**src/rtl/xor_stream_pkg.sv**
```systemverilog
// Shared definitions for the XOR result stream: default sizing, the
// handshake-fire helper and the collector's flush state type.
//
// Handshake: a transfer happens on a rising CLK edge where en && rdy.
// A producer holding en with rdy low is stalled and keeps its data stable.
// A producer never withdraws en before the transfer completes.
// rdy may not depend combinationally on en.
package xor_stream_pkg;

  localparam int DEFAULT_WIDTH = 8;
  localparam int DEFAULT_DEPTH = 4;

  // Flush state of the collector: idle, or a partial word waiting for FIFO space
  typedef enum logic {
    FLUSH_IDLE    = 1'b0,
    FLUSH_PENDING = 1'b1
  } flush_state_e;

  // True on the cycle an en/rdy handshake completes
  function automatic logic hs_fire(input logic en, input logic rdy);
    return en && rdy;
  endfunction

endpackage

```
**src/rtl/sync_fifo_regs.sv**
```systemverilog
// Register-based synchronous FIFO: push/pop interface with a separate
// occupancy counter, so the pointers can wrap freely at DEPTH.
module sync_fifo_regs
  import xor_stream_pkg::*;
#(
  parameter  int WIDTH = DEFAULT_WIDTH,
  parameter  int DEPTH = DEFAULT_DEPTH,
  localparam int PTR_W = $clog2(DEPTH),
  localparam int CNT_W = $clog2(DEPTH + 1)
) (
  input  logic             CLK,
  input  logic             RST_N,
  input  logic             push,
  input  logic [WIDTH-1:0] push_data,
  input  logic             pop,
  output logic [WIDTH-1:0] head_data,
  output logic             full,
  output logic             empty,
  output logic [CNT_W-1:0] count
);

  logic [WIDTH-1:0] mem [DEPTH];
  logic [PTR_W-1:0] wr_ptr;
  logic [PTR_W-1:0] rd_ptr;
  logic [CNT_W-1:0] count_q;
  logic             push_ok;
  logic             pop_ok;

  assign full    = (count_q == CNT_W'(DEPTH));
  assign empty   = (count_q == '0);
  assign count   = count_q;
  assign push_ok = push && !full;
  assign pop_ok  = pop && !empty;

  // Head word comes straight from storage, so out_data is a register output
  assign head_data = mem[rd_ptr];

  // Storage: cleared on reset so the head reads zero while empty after reset
  always_ff @(posedge CLK or negedge RST_N) begin
    if (!RST_N) begin
      for (int i = 0; i < DEPTH; i++) begin
        mem[i] <= '0;
      end
    end else if (push_ok) begin
      mem[wr_ptr] <= push_data;
    end
  end

  // Pointers advance independently and wrap at DEPTH (power of two)
  always_ff @(posedge CLK or negedge RST_N) begin
    if (!RST_N) begin
      wr_ptr <= '0;
      rd_ptr <= '0;
    end else begin
      if (push_ok) wr_ptr <= wr_ptr + PTR_W'(1);
      if (pop_ok)  rd_ptr <= rd_ptr + PTR_W'(1);
    end
  end

  // Occupancy: a simultaneous push and pop leaves it unchanged
  always_ff @(posedge CLK or negedge RST_N) begin
    if (!RST_N) begin
      count_q <= '0;
    end else begin
      case ({push_ok, pop_ok})
        2'b10:   count_q <= count_q + CNT_W'(1);
        2'b01:   count_q <= count_q - CNT_W'(1);
        default: count_q <= count_q;
      endcase
    end
  end

endmodule

```
**src/rtl/xor_word_collector.sv**
```systemverilog
// Collects the 1-bit XOR result stream LSB-first into WIDTH-bit words,
// buffers finished words in a small FIFO and hands them on over en/rdy.
// A flush request pushes a partially filled word, zero-padded above the
// last collected bit. flush_busy mirrors the flush state register.
module xor_word_collector
  import xor_stream_pkg::*;
#(
  parameter  int WIDTH = DEFAULT_WIDTH,
  parameter  int DEPTH = DEFAULT_DEPTH,
  localparam int LVL_W = $clog2(DEPTH + 1)
) (
  input  logic             CLK,
  input  logic             RST_N,
  input  logic             in_data,
  input  logic             in_en,
  output logic             in_rdy,
  input  logic             flush,
  output logic [WIDTH-1:0] out_data,
  output logic             out_en,
  input  logic             out_rdy,
  output logic [LVL_W-1:0] level,
  output logic             flush_busy
);

  localparam int BC_W = $clog2(WIDTH);

  flush_state_e      flush_state_q;
  flush_state_e      flush_state_d;
  logic [BC_W-1:0]   bit_cnt_q;
  logic [BC_W-1:0]   bit_cnt_d;
  logic [WIDTH-1:0]  pack_q;
  logic [WIDTH-1:0]  pack_d;

  logic              last_bit;
  logic              in_fire;
  logic              out_fire;
  logic [WIDTH-1:0]  word_full;
  logic              fifo_push;
  logic [WIDTH-1:0]  fifo_push_data;
  logic              fifo_full;
  logic              fifo_empty;
  logic [LVL_W-1:0]  fifo_count;

  // The next accepted bit is the top bit of the current word
  assign last_bit = (bit_cnt_q == BC_W'(WIDTH - 1));

  // Ready depends on state only: blocked while a flush waits, or when the
  // completing bit would need a FIFO slot that is not there this cycle
  assign in_rdy   = (flush_state_q == FLUSH_IDLE) && !(last_bit && fifo_full);
  assign in_fire  = hs_fire(in_en, in_rdy);

  assign out_en   = !fifo_empty;
  assign out_fire = hs_fire(out_en, out_rdy);

  // Word completed by the incoming bit; the top bit of pack_q is always zero
  assign word_full = {in_data, pack_q[WIDTH-2:0]};

  assign level      = fifo_count;
  assign flush_busy = (flush_state_q == FLUSH_PENDING);

  // Packer and flush control: next state, next packing register and FIFO push
  always_comb begin
    flush_state_d  = flush_state_q;
    bit_cnt_d      = bit_cnt_q;
    pack_d         = pack_q;
    fifo_push      = 1'b0;
    fifo_push_data = pack_q;

    case (flush_state_q)
      FLUSH_IDLE: begin
        if (in_fire) begin
          if (last_bit) begin
            fifo_push      = 1'b1;
            fifo_push_data = word_full;
            bit_cnt_d      = '0;
            pack_d         = '0;
          end else begin
            pack_d[bit_cnt_q] = in_data;
            bit_cnt_d         = bit_cnt_q + BC_W'(1);
          end
        end
        // An empty partial word needs no flush; a completing bit already pushes
        if (flush && (bit_cnt_q != '0) && !(in_fire && last_bit)) begin
          flush_state_d = FLUSH_PENDING;
        end
      end

      FLUSH_PENDING: begin
        // Space is judged on the registered count; a same-cycle pop does not count
        if (!fifo_full) begin
          fifo_push      = 1'b1;
          fifo_push_data = pack_q;
          bit_cnt_d      = '0;
          pack_d         = '0;
          flush_state_d  = FLUSH_IDLE;
        end
      end

      default: begin
        flush_state_d = FLUSH_IDLE;
      end
    endcase
  end

  // Flush state register
  always_ff @(posedge CLK or negedge RST_N) begin
    if (!RST_N) begin
      flush_state_q <= FLUSH_IDLE;
    end else begin
      flush_state_q <= flush_state_d;
    end
  end

  // Partial word and its bit counter
  always_ff @(posedge CLK or negedge RST_N) begin
    if (!RST_N) begin
      bit_cnt_q <= '0;
      pack_q    <= '0;
    end else begin
      bit_cnt_q <= bit_cnt_d;
      pack_q    <= pack_d;
    end
  end

  sync_fifo_regs #(
    .WIDTH (WIDTH),
    .DEPTH (DEPTH)
  ) u_fifo (
    .CLK       (CLK),
    .RST_N     (RST_N),
    .push      (fifo_push),
    .push_data (fifo_push_data),
    .pop       (out_fire),
    .head_data (out_data),
    .full      (fifo_full),
    .empty     (fifo_empty),
    .count     (fifo_count)
  );

endmodule

```
**config.mk**
```make
export PLATFORM = sky130hd
export DESIGN_NAME = xor_word_collector
export DESIGN_NICKNAME = d
export VERILOG_FILES = /design/src/rtl/xor_stream_pkg.sv /design/src/rtl/sync_fifo_regs.sv /design/src/rtl/xor_word_collector.sv
export SDC_FILE = /design/constraint.sdc
export NUM_CORES = 1
export LEC_CHECK = 0
export CAP_MARGIN = 20
export CELL_PAD_IN_SITES_DETAIL_PLACEMENT = 0
export CELL_PAD_IN_SITES_GLOBAL_PLACEMENT = 1
export CORE_MARGIN = 3
export CORE_UTILIZATION = 51
export DETAILED_ROUTE_END_ITERATION = 6
export GPL_TIMING_DRIVEN = 0
export HOLD_SLACK_MARGIN = 0.1
export PLACE_DENSITY = 0.84
export SETUP_SLACK_MARGIN = 0.1
export SYNTH_ARGS = -nofsm -noshare
export SYNTH_HDL_FRONTEND = slang
export SYNTH_SLANG_ARGS = --single-unit
export TNS_END_PERCENT = 1
```
**constraint.sdc**
```tcl
create_clock -name CLK -period 7.6 [get_ports CLK]
set_input_delay 2.28 -clock CLK [delete_from_list [all_inputs] [get_ports CLK]]
set_output_delay 2.28 -clock CLK [all_outputs]
set_load 0.05 [all_outputs]
```
=== After elaboration in Yosys (flattened, before gate mapping) ===
Index checks and enable logic that the tools add are counted.

* Input bits: 6
* Register bits after elaboration: 51

* Order comparisons: 5
* Mux-type cells: 28
* Reductions and logical operators: 19
* Equal/unequal tests: 6
* Bitwise logic cells: 3
* $add $sub $neg: 5

{| class="wikitable"
|+ Operators with widths
! operator !! number
|-
| $mux W8 || 8
|-
| $bwmux W32 || 1
|-
| $pmux W8 S2 || 2
|-
| $bmux W8 S2 || 1
|-
| $demux W8 S2 || 1
|-
| $pmux W3 S2 || 2
|-
| $logic_and A1 B1 Y1 || 11
|-
| $mux W3 || 3
|-
| $bwmux W8 || 1
|-
| $add A3 B1 Y3 const B || 2
|-
| $eq A3 B3 Y1 const B || 2
|-
| $ge A3 B3 Y1 const B || 2
|-
| $mux W1 || 6
|-
| $not A2 Y3 || 2
|-
| $add A2 B1 Y2 const B || 2
|-
| $logic_not A1 Y1 || 4
|-
| $lt A3 B4 Y1 const B || 1
|-
| $ne A2 B2 Y1 const B || 2
|-
| $pmux W1 S2 || 2
|-
| $demux W1 S3 || 1
|-
| $ge A3 B1 Y1 const B || 1
|-
| $logic_not A3 Y1 || 1
|-
| $lt A3 B1 Y1 const B || 1
|-
| $reduce_bool A3 Y1 || 1
|-
| other kinds (6) || 6
|}

=== Depth between registers and ports, before layout ===
* Depth after elaboration: 10
* Depth in mapped cells: 12

=== Cells and area by module ===
From an unflattened synthesis, not the netlist that was laid out.

* Cells, all modules: 185
* Area total of the unflattened synthesis: 2482.4 um2

{| class="wikitable"
|+ By module, submodules not included
! module !! instances !! seq. area each (um2) !! cells an instance !! area each (um2)
|-
| sync_fifo_regs || 1 || 975.9 || 114 || 1784.2
|-
| xor_word_collector || 1 || 300.3 || 71 || 698.2
|}

=== Worst setup path after synthesis ===
OpenSTA, ideal clock, no wires.

* Path kind: register to output
* Start point: register bit_cnt_q[0]
* End point: output port in_rdy
* Setup slack: 3593 ps
* Arrival: 1727 ps
* Stages on the path, launching flop included: 5
* Data required time: 5320 ps
* Cells stage by stage: dfrtp_1 -> ha_1 -> ha_1 -> buf_2 -> a21oi_1

* Cells in the longest elaborated chain, start to end: 4

{| class="wikitable"
|+ Ends and longest elaborated chain
! what !! line !! RTL
|-
| from (decl) || xor_word_collector.sv:29 || <nowiki>logic [BC_W-1:0] bit_cnt_q;</nowiki>
|-
| from (signal assigned) || xor_word_collector.sv:120 || <nowiki>bit_cnt_q <= bit_cnt_d;</nowiki>
|-
| $eq A3 B3 Y1 || xor_word_collector.sv:45 || <nowiki>assign last_bit = (bit_cnt_q == BC_W'(WIDTH - 1));</nowiki>
|-
| $logic_and A1 B1 Y1 || xor_word_collector.sv:49 || <nowiki>assign in_rdy = (flush_state_q == FLUSH_IDLE) && !(last_bit && fifo_full);</nowiki>
|-
| $logic_not A1 Y1 || xor_word_collector.sv:49 ||
|-
| $logic_and A1 B1 Y1 || xor_word_collector.sv:49 ||
|-
| to (decl) || xor_word_collector.sv:16 || <nowiki>output logic in_rdy,</nowiki>
|}

No other way between the ends.

=== Final worst setup path ===
Same ends and word-level chain as after synthesis.

==> flow_summary.rst <==
.. list-table::
   :header-rows: 1

   * - Metric
     - Value
   * - Residual DRC count
     - 0
   * - Num Clock Sinks
     - 51
   * - Top-count cell post-synth
     - dfrtp_1
   * - Violation count after the first detailed-routing iteration
     - 68
   * - Met3 Routed Length
     - 149 µm
   * - Number of enable flip-flop cells after synthesis
     - 0
   * - Setup violations, final
     - 0
   * - CP top delay family
     - buffers and inverters
   * - Area of the die
     - 5945 µm²
   * - Metal1 wirelength
     - 2358 µm
   * - Number of nets with antenna violations after routing
     - 0
   * - Post-synthesis cell type count
     - 36
   * - Cell types with the largest area share after synthesis
     - dfrtp_1 49%, mux2_2 14%, mux4_2 7.0%
   * - Yosys top cell area share
     - 0.4949
   * - Maximum number of pins on one net before global-route repair
     - 44
   * - FFs w/ async S/R, synth
     - 1.000
   * - Weighted congestion at the end of routability-driven global placement
     - 0.8452
   * - Most used standard cells in the synthesized netlist
     - 51 x dfrtp_1, 33 x mux2_2, 19 x inv_1
   * - Number of vias in the routed layout
     - approximately 1,600
   * - Cell count after placement
     - 288
   * - Core area
     - 4817 µm²
   * - Count of nets after finishing
     - 243
   * - Power per Cell Area
     - 451.1 nW/µm²
   * - Synth Net Count
     - 216
   * - Area leader, netlist
     - dfrtp_1
   * - Relative slew slack
     - 0.5464
   * - Total clock buffers created by CTS
     - 5
   * - Number of cells in the finished layout apart from fillers
     - 296
   * - Unrepaired setup endpoints after global routing
     - false
   * - Quantity of hold-fixing buffers added after cts
     - 0
   * - H-Tree Depth
     - 2
   * - Status
     - completed
   * - Ys Warns
     - 0
   * - Chip width
     - 77.11 µm
   * - Kind of capture point of the worst setup path
     - output pin
   * - Highest net fanout along the worst path
     - 10
   * - Flop and latch count out of synthesis
     - 51
   * - I/O pin count
     - 20
   * - Setup repair bufs after CTS
     - 0
   * - Peak supply drop
     - 220.7 µV
   * - Fmax
     - 0.2159 GHz
   * - Clock network latency to the later pin of the worst-skew pair
     - 0.30 ns
   * - Startpoint kind of the worst setup timing path
     - flop
   * - Routed wire length
     - 5067 µm
   * - Fin. Hold Viols
     - 0
   * - Critical Path Slowest Stage Cell
     - clkdlybuf4s50_1
   * - Clock root buffer
     - clkbuf_8
   * - Ratio of routed vias to standard cells
     - 5.537
   * - Leakage power summed over all cells
     - 1.344 nW
   * - Proportion of layout cells with a drive suffix above 1
     - 0.2795
   * - Wire length of the first global-routing pass
     - slightly below 9000 µm
   * - Inserted Diodes
     - 0
   * - Max Used Layer
     - met4
   * - Worst EP arrival
     - 2.35 ns
   * - Worst endpoint required time
     - 5.32 ns
   * - Maximum clock insertion buffer count
     - 2
   * - Estimated wirelength of the detail-placed design
     - about 3500 µm
   * - Synth-to-Final Area Change
     - 15.24%
   * - Number of global-route vias before repair
     - 1,720
   * - Overall routing resource usage
     - 0.1906
   * - Initial core utilization
     - 0.5353
   * - Worst hold path type
     - reg -> reg
   * - Average footprint of a synthesized cell
     - between 10 and 15 µm²
   * - Post-cts resize count
     - 0
   * - Synthesized area
     - 2579 µm²
   * - Post-DR wirelength/cell
     - 17.12 µm
   * - Initial antenna violation count
     - 0
   * - Met2 wire len
     - 2521 µm
   * - Port-buffer cells
     - 19
   * - Clock-pin slew of the registers on the worst-case setup and hold paths
     - 0.09 ns
   * - Most used cell, CP
     - ha_1
   * - Crit-path max cell delay
     - 0.82 ns
   * - Worst clock skew on the final layout
     - 0.005475 ns
   * - Height of the die
     - 77.11 µm
   * - Clock tree from TritonCTS
     - done
   * - Classification of the worst setup path
     - reg -> out
   * - Pin slew with the least headroom to its limit
     - just under 0.7 ns
   * - Share of the cycle needed by the critical path after routing
     - 0.6095
   * - Sequential area share after synthesis
     - 0.4949
   * - Count of pins over their slew limit
     - 0
   * - Synthesized netlist cell count
     - approximately 200
   * - Number of search-and-repair iterations in the first detailed-routing pass
     - 4
   * - Global route total overflow
     - 0
   * - Prevailing post-synth register cell
     - dfrtp_1
   * - Row cnt
     - 25
   * - Cell-by-cell listing of the critical path
     - ha_1 -> ha_1 -> buf_2 -> a21oi_1 -> clkdlybuf4s50_1
   * - Crit path buffers/inverters
     - 2
   * - Maximum capacitance violations
     - 0
   * - Shortest clock period the worst path allows after layout
     - 4.633 ns
   * - Post-Route Setup TNS
     - 0 ns
metrics by stage:
stage	hold slack (ns)	util	setup WS, ns	cell area [µm²]	power (mW)
2_1_floorplan	0.4739	-	3.593	2579	0.9823
3_3_place_gp	0.4814	0.5922	2.929	2853	1.143
3_5_place_dp	0.4901	0.5953	3.214	2868	1.181
4_1_cts	0.5125	0.6169	2.948	2972	1.356
5_1_grt	0.5260	0.6169	2.831	2972	1.433
6_report	0.5065	0.6169	2.967	2972	1.340
final timing paths:
kind	startpoint	to	slack, ns	cells after the start
worst max-delay path	bit_cnt_q[0]$_DFFE_PN0P_	in_rdy	2.97	5
worst min-delay path	u_fifo.mem[3]$_DFFE_PN0P_	u_fifo.mem[3]$_DFFE_PN0P_	0.51	1
worst max register to register	bit_cnt_q[0]$_DFFE_PN0P_	u_fifo.count[2]$_DFFE_PN0P_	4.94	12
worst min register to register	u_fifo.mem[3]$_DFFE_PN0P_	u_fifo.mem[3]$_DFFE_PN0P_	0.51	1
max in group asynchronous	RST_N	u_fifo.mem[29]$_DFFE_PN0P_	5.29	2
min in group asynchronous	RST_N	u_fifo.wr_ptr[1]$_DFFE_PN0P_	1.83	1
worst register-to-register path, delay by kind of cell, from the launching register on:
family                   cells  cell delay (ns)
adder cells (fa/ha/maj)      4             0.97
AO/OA/AOI/OAI                1             0.26
AND/OR/NAND/NOR              2             0.30
XOR/XNOR                     2             0.29
flip-flops                   1             0.45
buffers and inverters        3             0.32
per-layer routing:
| layer | GRT usage | vias up |
|---|---|---|
| li1 | - | 763 |
| met1 | 0.2550 | 847 |
| met2 | 0.3145 | 25 |
| met3 | 0.03991 | 4 |
| met4 | 0.05516 | 0 |
| met5 | 0 | - |
cells in the final DEF, fill, tap and decap left out, types with 2 or more instances in the layout:
master	count
a21oi_1	3
buf_1	2
buf_2	3
clkbuf_1	5
clkbuf_8	7
clkdlybuf4s50_1	18
dfrtp_1	51
ha_1	8
inv_1	19
mux2_2	33
mux2i_1	6
mux4_2	8
nand2_1	5
nand3_1	4
nand3_2	4
nand3b_1	4
nor2_1	4
nor3b_1	9
o211ai_1	2
o21ai_0	8
o311ai_0	3
xnor2_1	3
xor2_1	3
flip-flops by register name, indices dropped and copies added, names as in the netlist:
name           flops
pack_q             8
u_fifo.wr_ptr      2
u_fifo.mem        32
u_fifo.count       3
flush_busy         1
bit_cnt_q          3
u_fifo.rd_ptr      2
power by group:
| group | internal [mW] | switching (mW) |
|---|---|---|
| logic | 0.307 | 0.390 |
| clock network | 0.0830 | 0.0895 |
| registers | 0.385 | 0.0857 |
logic make-up (layout without fill, tap and decap cells):
family | after synthesis | count (layout) | share of synthesized area
buf+inv | 29 | 57 | 0.04610
mux | 48 | 48 | 0.2431
compound gates | 20 | 20 | 0.05192
flops | 51 | 51 | 0.4949
simple gates | 38 | 38 | 0.09704
xor+xnor | 6 | 6 | 0.02038
fa+ha+maj | 9 | 9 | 0.04658
layout make-up:
class	count	area [µm²]
plain buffers	10	47.55
clock buffers	7	96.34
clock inverters	1	7.507
fillers	408	1846
inverters	19	71.32
multi-input cells	121	1184
flip-flops and latches	51	1276
well taps	67	83.83
repair buffers	20	205.2
(Power assumes the default switching activity.)
==> patch: new RTL, same flow settings <==
Register the output `level`, with the module's reset; this adds one clock of latency there. The other outputs are not delayed to match.
--- a/src/rtl/xor_word_collector.sv
+++ b/src/rtl/xor_word_collector.sv
@@ -55,7 +55,13 @@
   // Word completed by the incoming bit; the top bit of pack_q is always zero
   assign word_full = {in_data, pack_q[WIDTH-2:0]};
 
-  assign level      = fifo_count;
+  always_ff @(posedge CLK or negedge RST_N) begin
+    if (!RST_N) begin
+      level <= '0;
+    end else begin
+      level <= fifo_count;
+    end
+  end
   assign flush_busy = (flush_state_q == FLUSH_PENDING);
 
   // Packer and flush control: next state, next packing register and FIFO push
Function: changed (a bounded check fails within 4 cycles, from zero or initial values and one cycle with RST_N low).
==> patch against the original RTL <==
Core utilization is 0.95 points higher; routed wire length is 2.6% lower; critical endpoint unchanged; highest routed layer unchanged; largest power group unchanged; clock power is 11% higher; sequential cell count is 3 higher; worst setup slack better by 0.032 ns; area after synthesis is 2.9% higher; global-route usage is 0.33 points lower; first-iteration DRC count is 29% higher; clock skew is 0.0038 ns higher; fmax is 0.69% higher; design area is 2.9% higher; critical path type unchanged; total power is 3.4% higher; sequential share of layout area is 1.3 points higher; hold slack worse by 0.029 ns.
==> patch: results (changes against the original RTL) <==
stage	metric	value	unit	change
synthesis	post-synthesis sequential area ratio	50.9	%	+1.4 points
synthesis	Mapped Nets	219		+1.4%
synthesis	synth top area cells	dfrtp_1 (51%), mux2_2 (14%), mux4_2 (6.8%)		
critical_path	worst flop-to-flop path endpoint	u_fifo.count[2]$_DFFE_PN0P_		
critical_path	Worst path max stage delay	0.82	ns	about the same
power_and_ir_drop	Lkg Pwr	0.00138	µW	+2.6%
placement	Post-DP HPWL	3620	µm	+2.5%
detailed_routing	DR iter-0 viols	88		+29%
synthesis	top post-synthesis cells by count	dfrtp_1 (54), mux2_2 (33), inv_1 (19)		
grt	largest net degree at the start of global routing	38		-14%
layout	fill cell count	406		-0.49%
critical_path	Crit-path slowest cell	clkdlybuf4s50_1		
hold_path	worst hold path endpoint	level[2]$_DFF_PN0_		
synthesis	post-synthesis compound-gate area fraction	5.04	%	-0.15 points
critical_path	crit path launch type	flip-flop		
detailed_routing	routed wire length per instance	16.5	µm	-3.5%
power_and_ir_drop	maximum VDD drop	219	µV	-0.78%
synthesis	mux cell area share after synthesis	23.6	%	-0.69 points
placement	post-place instance area	0.00294	mm²	+2.6%
layout	layout cells sized above 1	27.6	%	-0.36 points
placement	gpl congestion	0.833		-1.5%
grt	first-pass GRT wire length	8670	µm	-0.16%
hold_path	Cells on Worst Hold Path	0		-1
layout	Final #Nets	246		+1.2%
critical_path	reg-to-reg slack, setup	4.90	ns	-0.04 ns
clock_network	CTS Root Cell	clkbuf_8		
timing	Worst Skew	0.00927	ns	+0.00379 ns
grt	via count of the first global-routing pass	1718		-0.12%
clock_network	CTS buffer count	5		unchanged
synthesis	adder-cell area share of the yosys netlist	4.53	%	-0.13 points
detailed_routing	vias post-DR	1638		-0.061%
run_status	status	complete, no violations		
timing	slew at the pin closest to its max-slew limit	0.647	ns	-0.0315 ns
hold_path	min-delay src	u_fifo.count[2]$_DFFE_PN0P_		
synthesis	XOR/XNOR Fraction of Synth Area	1.98	%	-0.058 points
critical_path	Arr. time, crit path	2.32	ns	-0.03 ns
[patch: area by class of cell]
| type | count | area share, % |
|---|---|---|
| Sequential cell | 54 | 44.2 |
| Multi-Input combinational cell | 121 | 38.7 |
| Timing Repair Buffer | 20 | 6.71 |
| Tap cell | 67 | 2.74 |
| Inverter | 19 | 2.33 |
| Clock buffer | 5 | 2.25 |
| Buffer | 10 | 1.56 |
| Clock inverter | 3 | 1.47 |
[patch: per-stage QoR]
stage | util [%] | hold WS, ns | std cells | worst slack, ns | total power, µW
finish | 62.6 | 0.477 | 299 | 3.00 | 1390
global route | 62.6 | 0.500 | 299 | 2.90 | 1490
CTS | 62.6 | 0.476 | 299 | 2.97 | 1400
detailed placement | 60.3 | 0.453 | 291 | 3.12 | 1210
global placement | 60.0 | 0.453 | 290 | 2.86 | 1170
floorplan | - | 0.427 | 204 | 3.59 | 1010
[patch: power breakdown]
| group | internal [µW] | switching [µW] |
|---|---|---|
| Combinational | 307 | 392 |
| Sequential | 409 | 86.9 |
| Clock | 98.0 | 92.9 |
[patch: routing by layer]
layer	global-route usage, %	wire length, µm
met2	31.8	2550
met4	6.29	38
met3	4.24	158
met1	23.7	2190
met5	0	0
[patch: kinds of logic (layout without fill, tap and decap cells)]
kind of cell             after synthesis  after routing
buffers and inverters                 29             57
adder cells (fa/ha/maj)                9              9
AND/OR/NAND/NOR                       38             38
multiplexers                          48             48
flip-flops                            54             54
XOR/XNOR                               6              6
AO/OA/AOI/OAI                         20             20
